$ cat config.mk
export PLATFORM = sky130hd
export DESIGN_NAME = ex_mem_stage
export DESIGN_NICKNAME = d
export VERILOG_FILES = /design/src/rtl/ex_mem_stage.sv
export SDC_FILE = /design/constraint.sdc
export NUM_CORES = 1
export LEC_CHECK = 0
export CELL_PAD_IN_SITES_DETAIL_PLACEMENT = 0
export CELL_PAD_IN_SITES_GLOBAL_PLACEMENT = 1
export CORE_UTILIZATION = 40
export DETAILED_ROUTE_END_ITERATION = 7
export DONT_BUFFER_PORTS = 1
export GPL_TIMING_DRIVEN = 0
export PLACE_DENSITY_LB_ADDON = 0.15
export SLEW_MARGIN = 15
export SYNTH_ARGS = -nofsm -noshare
export SYNTH_HDL_FRONTEND = slang
export SYNTH_SLANG_ARGS = --single-unit
$ cat constraint.sdc
create_clock -name clk -period 11.3 [get_ports clk]
set_input_delay 1.13 -clock clk [delete_from_list [all_inputs] [get_ports clk]]
set_output_delay 1.13 -clock clk [all_outputs]
set_load 0.02 [all_outputs]
$ cat src/rtl/ex_mem_stage.sv
// ex_mem_stage: EX/MEM pipeline register for the RV32I core.
// Captures the ALU result and control fields, resolves branches and
// JAL/JALR targets, issues a single-cycle PC redirect for each taken
// transfer, and squashes the one wrong-path instruction that follows.
//
// Handshake: there is no valid/ready pair here. The slot advances on every
// rising edge unless stall is high. flush kills the occupant and overrides
// stall. m_valid marks a real instruction in the MEM slot. redirect is
// asserted for exactly one unstalled-or-stalled cycle per taken transfer.
module ex_mem_stage #(
  parameter int WIDTH = 32,
  parameter int REGW  = 5
) (
  input  logic             clk,
  input  logic             rst,
  input  logic             ex_valid,
  input  logic [WIDTH-1:0] ex_alu_out,
  input  logic             ex_eq,
  input  logic             ex_c,
  input  logic             ex_s,
  input  logic [WIDTH-1:0] ex_pc,
  input  logic [WIDTH-1:0] ex_imm,
  input  logic [WIDTH-1:0] ex_rs2_data,
  input  logic [REGW-1:0]  ex_rd,
  input  logic [2:0]       ex_funct3,
  input  logic             ex_reg_write,
  input  logic             ex_mem_read,
  input  logic             ex_mem_write,
  input  logic             ex_branch,
  input  logic             ex_jal,
  input  logic             ex_jalr,
  input  logic             stall,
  input  logic             flush,
  output logic             m_valid,
  output logic [WIDTH-1:0] m_alu_out,
  output logic [WIDTH-1:0] m_rs2_data,
  output logic [WIDTH-1:0] m_pc_plus4,
  output logic [REGW-1:0]  m_rd,
  output logic [2:0]       m_funct3,
  output logic             m_reg_write,
  output logic             m_mem_read,
  output logic             m_mem_write,
  output logic             redirect,
  output logic [WIDTH-1:0] redirect_pc,
  output logic             misaligned,
  output logic [1:0]       dbg_state
);

  // Redirect FSM for the occupied MEM slot.
  typedef enum logic [1:0] {
    S_IDLE  = 2'd0,  // no taken transfer pending
    S_ISSUE = 2'd1,  // taken transfer, redirect not yet issued
    S_DONE  = 2'd2   // redirect already issued while stalled
  } redir_state_e;

  redir_state_e state_q, state_d;

  logic             cond;
  logic             take;
  logic [WIDTH-1:0] target;
  logic [WIDTH-1:0] pc_plus4;
  logic             capture_valid;
  logic             issued_q;
  logic             squash_q;
  logic             take_q;
  logic [WIDTH-1:0] target_q;
  logic             reg_write_q;
  logic             mem_read_q;
  logic             mem_write_q;

  // Branch condition decode from funct3 and the ALU compare flags.
  always_comb begin
    cond = 1'b0;
    case (ex_funct3)
      3'b000:  cond = ex_eq;
      3'b001:  cond = ~ex_eq;
      3'b100:  cond = ex_s;
      3'b101:  cond = ~ex_s;
      3'b110:  cond = ex_c;
      3'b111:  cond = ~ex_c;
      default: cond = 1'b0;
    endcase
  end

  assign take     = ex_valid & (ex_jal | ex_jalr | (ex_branch & cond));
  // JALR clears bit 0 only; bit 1 survives so misalignment can be flagged.
  assign target   = ex_jalr ? {ex_alu_out[WIDTH-1:1], 1'b0} : (ex_pc + ex_imm);
  assign pc_plus4 = ex_pc + WIDTH'(4);

  assign issued_q      = (state_q == S_DONE);
  assign misaligned    = m_valid & take_q & (target_q[1:0] != 2'b00);
  assign redirect      = m_valid & take_q & ~issued_q & ~misaligned;
  assign redirect_pc   = target_q;
  // The instruction behind a redirect (now, or one issued during a stall) is wrong-path.
  assign capture_valid = ex_valid & ~(redirect | squash_q);

  assign m_reg_write = m_valid & reg_write_q;
  assign m_mem_read  = m_valid & mem_read_q;
  assign m_mem_write = m_valid & mem_write_q;
  assign dbg_state   = state_q;

  // Redirect FSM next-state: flush clears, stall records an issued redirect.
  always_comb begin
    state_d = state_q;
    if (flush) begin
      state_d = S_IDLE;
    end else if (stall) begin
      if (state_q == S_ISSUE && redirect) state_d = S_DONE;
    end else begin
      state_d = (capture_valid & take) ? S_ISSUE : S_IDLE;
    end
  end

  // Redirect FSM state register.
  always_ff @(posedge clk or posedge rst) begin
    if (rst) state_q <= S_IDLE;
    else     state_q <= state_d;
  end

  // Squash flag: remembers a redirect issued while the slot was stalled.
  always_ff @(posedge clk or posedge rst) begin
    if (rst)        squash_q <= 1'b0;
    else if (flush) squash_q <= 1'b0;
    else if (stall) squash_q <= squash_q | redirect;
    else            squash_q <= 1'b0;
  end

  // Slot valid bit: flush kills, stall holds, capture may squash.
  always_ff @(posedge clk or posedge rst) begin
    if (rst)         m_valid <= 1'b0;
    else if (flush)  m_valid <= 1'b0;
    else if (!stall) m_valid <= capture_valid;
  end

  // Datapath and control capture; squashed captures still load data.
  always_ff @(posedge clk or posedge rst) begin
    if (rst) begin
      m_alu_out   <= '0;
      m_rs2_data  <= '0;
      m_pc_plus4  <= '0;
      m_rd        <= '0;
      m_funct3    <= '0;
      reg_write_q <= 1'b0;
      mem_read_q  <= 1'b0;
      mem_write_q <= 1'b0;
      take_q      <= 1'b0;
      target_q    <= '0;
    end else if (!flush && !stall) begin
      m_alu_out   <= ex_alu_out;
      m_rs2_data  <= ex_rs2_data;
      m_pc_plus4  <= pc_plus4;
      m_rd        <= ex_rd;
      m_funct3    <= ex_funct3;
      reg_write_q <= ex_reg_write;
      mem_read_q  <= ex_mem_read;
      mem_write_q <= ex_mem_write;
      take_q      <= take;
      target_q    <= target;
    end
  end

endmodule

==> impl_metrics.tcl <==
set metrics [dict create \
    layout_commonest_cell "nand2_1" \
    leakagePower_nw 4.23 \
    worstReg2RegEnd "m_valid" \
    max_freq_mhz 336 \
    rows 51 \
    cp.required_ns 11.61 \
    layout-drive-gt1-share_pct 5.79 \
    fin_crit_sh_pct 26.3 \
    dp_slack_ns 7.87 \
    crit_family "compound AO/OA/AOI/OAI gates" \
    worstPathBufferInverterCount 0 \
    finalWeightedCongestion 0.817 \
    wl_per_cell_um 20.0 \
    dr.pass1.iters 5 \
    whs_path_depth 1 \
    root_buffer "clkbuf_16" \
    avgSynthCellArea_um2 8.40 \
    r2r_setup_slack_ns 9.52 \
    critPathMaxFanout 3 \
    synth_area_um2 7990 \
    finalCriticalPeriod_ns 2.97 \
    clkLatencyLatePin_ns 0.42 \
    synthCells 951 \
    die_x_um 143 \
    wirelength_um 25000 \
    synth-async-reset-ratio_pct 100 \
    r2r_cells 8 \
    io_pins 294 \
    power_mw 1.55 \
    crit_chain "ha_1 > fa_1 > a21o_2 > a31o_4 > nand3_1 > nand4_1 > o21ai_1 > xnor2_1 > a221o_1" \
    vias_per_cell 5.28 \
    cts-resized-gates 0 \
    syn-num-nets 1134 \
    max_slew_margin_pct 49.1 \
    htree_levels 4 \
    synth_seq_area_share_pct 45.1 \
    fin_ws_ns 8.33 \
    overflow 0 \
    status "finished clean" \
    core_um2 19500 \
    post-dp-hpwl_um 19500 \
    cts_setup_buffers 0 \
    n_antenna_cell 0 \
    hold_viol 0 \
    ys_warn_count 0 \
    hold_buffers 0 \
    grt_pass1_vias 6516 \
    p_per_area_nw_per_um2 173 \
    min_to "dbg_state[0]" \
    drt-initial-drc-count 317 \
    end_kind "flip-flop" \
    die-area_um2 20500 \
    grt_setup_unrepaired "false" \
    path_clk_slew_ns 0.06 \
    timing_worst_setup_path_type "in2reg" \
    drt.antenna.violating_nets 0 \
    yosysUniqueCellTypes 57 \
    initial_core_util_pct 40.9 \
    cts_tree "built" \
    ys_seq_elements 144 \
    hp-class "reg2reg" \
    num-nets-final 1155 \
    grt_max_degree 87 \
    setup_violations 0 \
    synth-edff-count 0 \
    timing.setup.tns_ns 0 \
    clkSinkCount 144 \
    final_cell_mix "nand2_1 (317), dfrtp_1 (144), o21ai_0 (61), a21oi_1 (52), clkbuf_1 (41)" \
    r2r-start "dbg_state[0]" \
    crit_slowest_cell "fa_1" \
    drv_slew 0 \
    peakVddDrop_uv 90.2 \
    syn_to_final_growth_pct 12.4 \
    num_vias 6599 \
    grt_pass1_wl_um 37700 \
    max_stage_delay_ns 0.45 \
    worstHoldStart "squash_q" \
    tightest_slew_ns 0.764 \
    antenna_found_initial 0 \
    clk_path_buf_depth 2 \
    cp-start-kind "input pin" \
    crit_arrival_ns 3.28 \
    io_buffers 0 \
    drc 0 \
    synth_flop_cell "dfrtp_1" \
    track_usage_pct 24.5 \
    cp.depth 9 \
    fin_worst_skew_ns 0.00468 \
    numCtsBuffers 17 \
    maxCapViolCount 0 \
    die_y_um 143 \
]
==> worst max-delay path by stage <==
stage / endpoint / startpoint
after floorplan: dbg_state[0] / rst
after global placement: m_pc_plus4[4] / rst
after detailed placement: redirect_pc[28] / ex_pc[0]
after CTS: redirect_pc[28] / ex_pc[0]
after global routing: redirect_pc[31] / ex_pc[24]
final: redirect_pc[28] / ex_pc[0]
==> layout make-up <==
type	count	area [µm²]
Fill cell	2002	10500
Multi-Input combinational cell	739	4120
Sequential cell	144	3600
Clock buffer	18	439
Tap cell	265	332
Buffer	55	226
Clock inverter	14	170
Inverter	13	56.3
Timing Repair Buffer	2	32.5
==> sequential cells by signal, indices dropped and copies added, names as in the netlist, 2 cells and up <==
register     cells
redirect_pc     32
m_rs2_data      32
dbg_state        2
m_alu_out       32
m_rd             5
m_pc_plus4      32
m_funct3         3
==> metrics by stage <==
| stage | area (µm²) | instances | hold WS [ns] | util, % |
|---|---|---|---|---|
| after global placement | 8320 | 1216 | 0.440 | 42.6 |
| after floorplan | 7990 | 951 | 0.433 | - |
| after global routing | 8980 | 1250 | 0.473 | 46.0 |
| after CTS | 8980 | 1250 | 0.454 | 46.0 |
| after detailed placement | 8370 | 1218 | 0.445 | 42.9 |
| final | 8980 | 1250 | 0.450 | 46.0 |
==> per-layer routing <==
| metal | wire length (µm) | track usage (%) | up-vias |
|---|---|---|---|
| li1 | - | - | 3266 |
| met1 | 10600 | 30.2 | 3085 |
| met2 | 11900 | 40.7 | 230 |
| met3 | 2140 | 8.10 | 18 |
| met4 | 401 | 7.22 | 0 |
| met5 | 0 | 0 | - |
==> cells by family after synthesis <==
| group | count (synthesis) | synth area share [%] |
|---|---|---|
| simple gates | 446 | 23.4 |
| xor+xnor | 54 | 5.92 |
| compound gates | 199 | 16.0 |
| flops | 144 | 45.1 |
| buf+inv | 68 | 3.45 |
| mux | 7 | 0.877 |
| fa+ha+maj | 33 | 5.26 |
==> worst register-to-register path, cell delays in order (launching register included) <==
cell	delay (ns)
dfrtp_1	0.49
inv_1	0.11
a2111oi_2	0.46
buf_2	0.28
nor2_1	0.08
nand2_1	0.07
nor2_1	0.04
a21oi_1	0.10
nor2_1	0.05
==> Yosys cell counts, types with 2 or more instances <==
cell	n	area share, %
or2_2	3	0.23
xnor2_1	26	2.9
a211o_1	2	0.22
nand3_1	19	1.2
nand2_1	317	15
o21ai_1	3	0.19
nor2_1	40	1.9
nor2b_1	7	0.55
a211oi_1	4	0.38
a21o_1	8	0.75
o21bai_1	6	0.56
o211a_1	3	0.38
clkbuf_1	41	1.9
o211ai_1	5	0.47
mux2i_1	7	0.88
nand4_1	16	1.3
a21oi_1	52	3.3
o21ai_0	61	3.8
nand3b_1	2	0.19
ha_1	32	5.0
and2_1	5	0.39
a21boi_0	3	0.28
and3_1	18	1.4
nor3_1	9	0.56
inv_1	13	0.61
dfrtp_1	144	45
buf_1	3	0.14
a31oi_1	5	0.39
buf_2	10	0.63
o31ai_1	7	0.66
xor2_1	28	3.1
a221oi_1	3	0.33
nand2b_1	3	0.23
o21a_1	13	1.2
or3_1	3	0.23
o22ai_1	4	0.31
o2111ai_1	3	0.33
a41oi_1	3	0.33
o311ai_0	2	0.22
==> report_power, final <==
part           leakage (nW)  internal [mW]  switching (mW)
Combinational          2.16         0.0888           0.143
Sequential             1.78          0.584           0.146
Clock                 0.294          0.340           0.248
No activity file was read; power rests on OpenSTA's default activity.
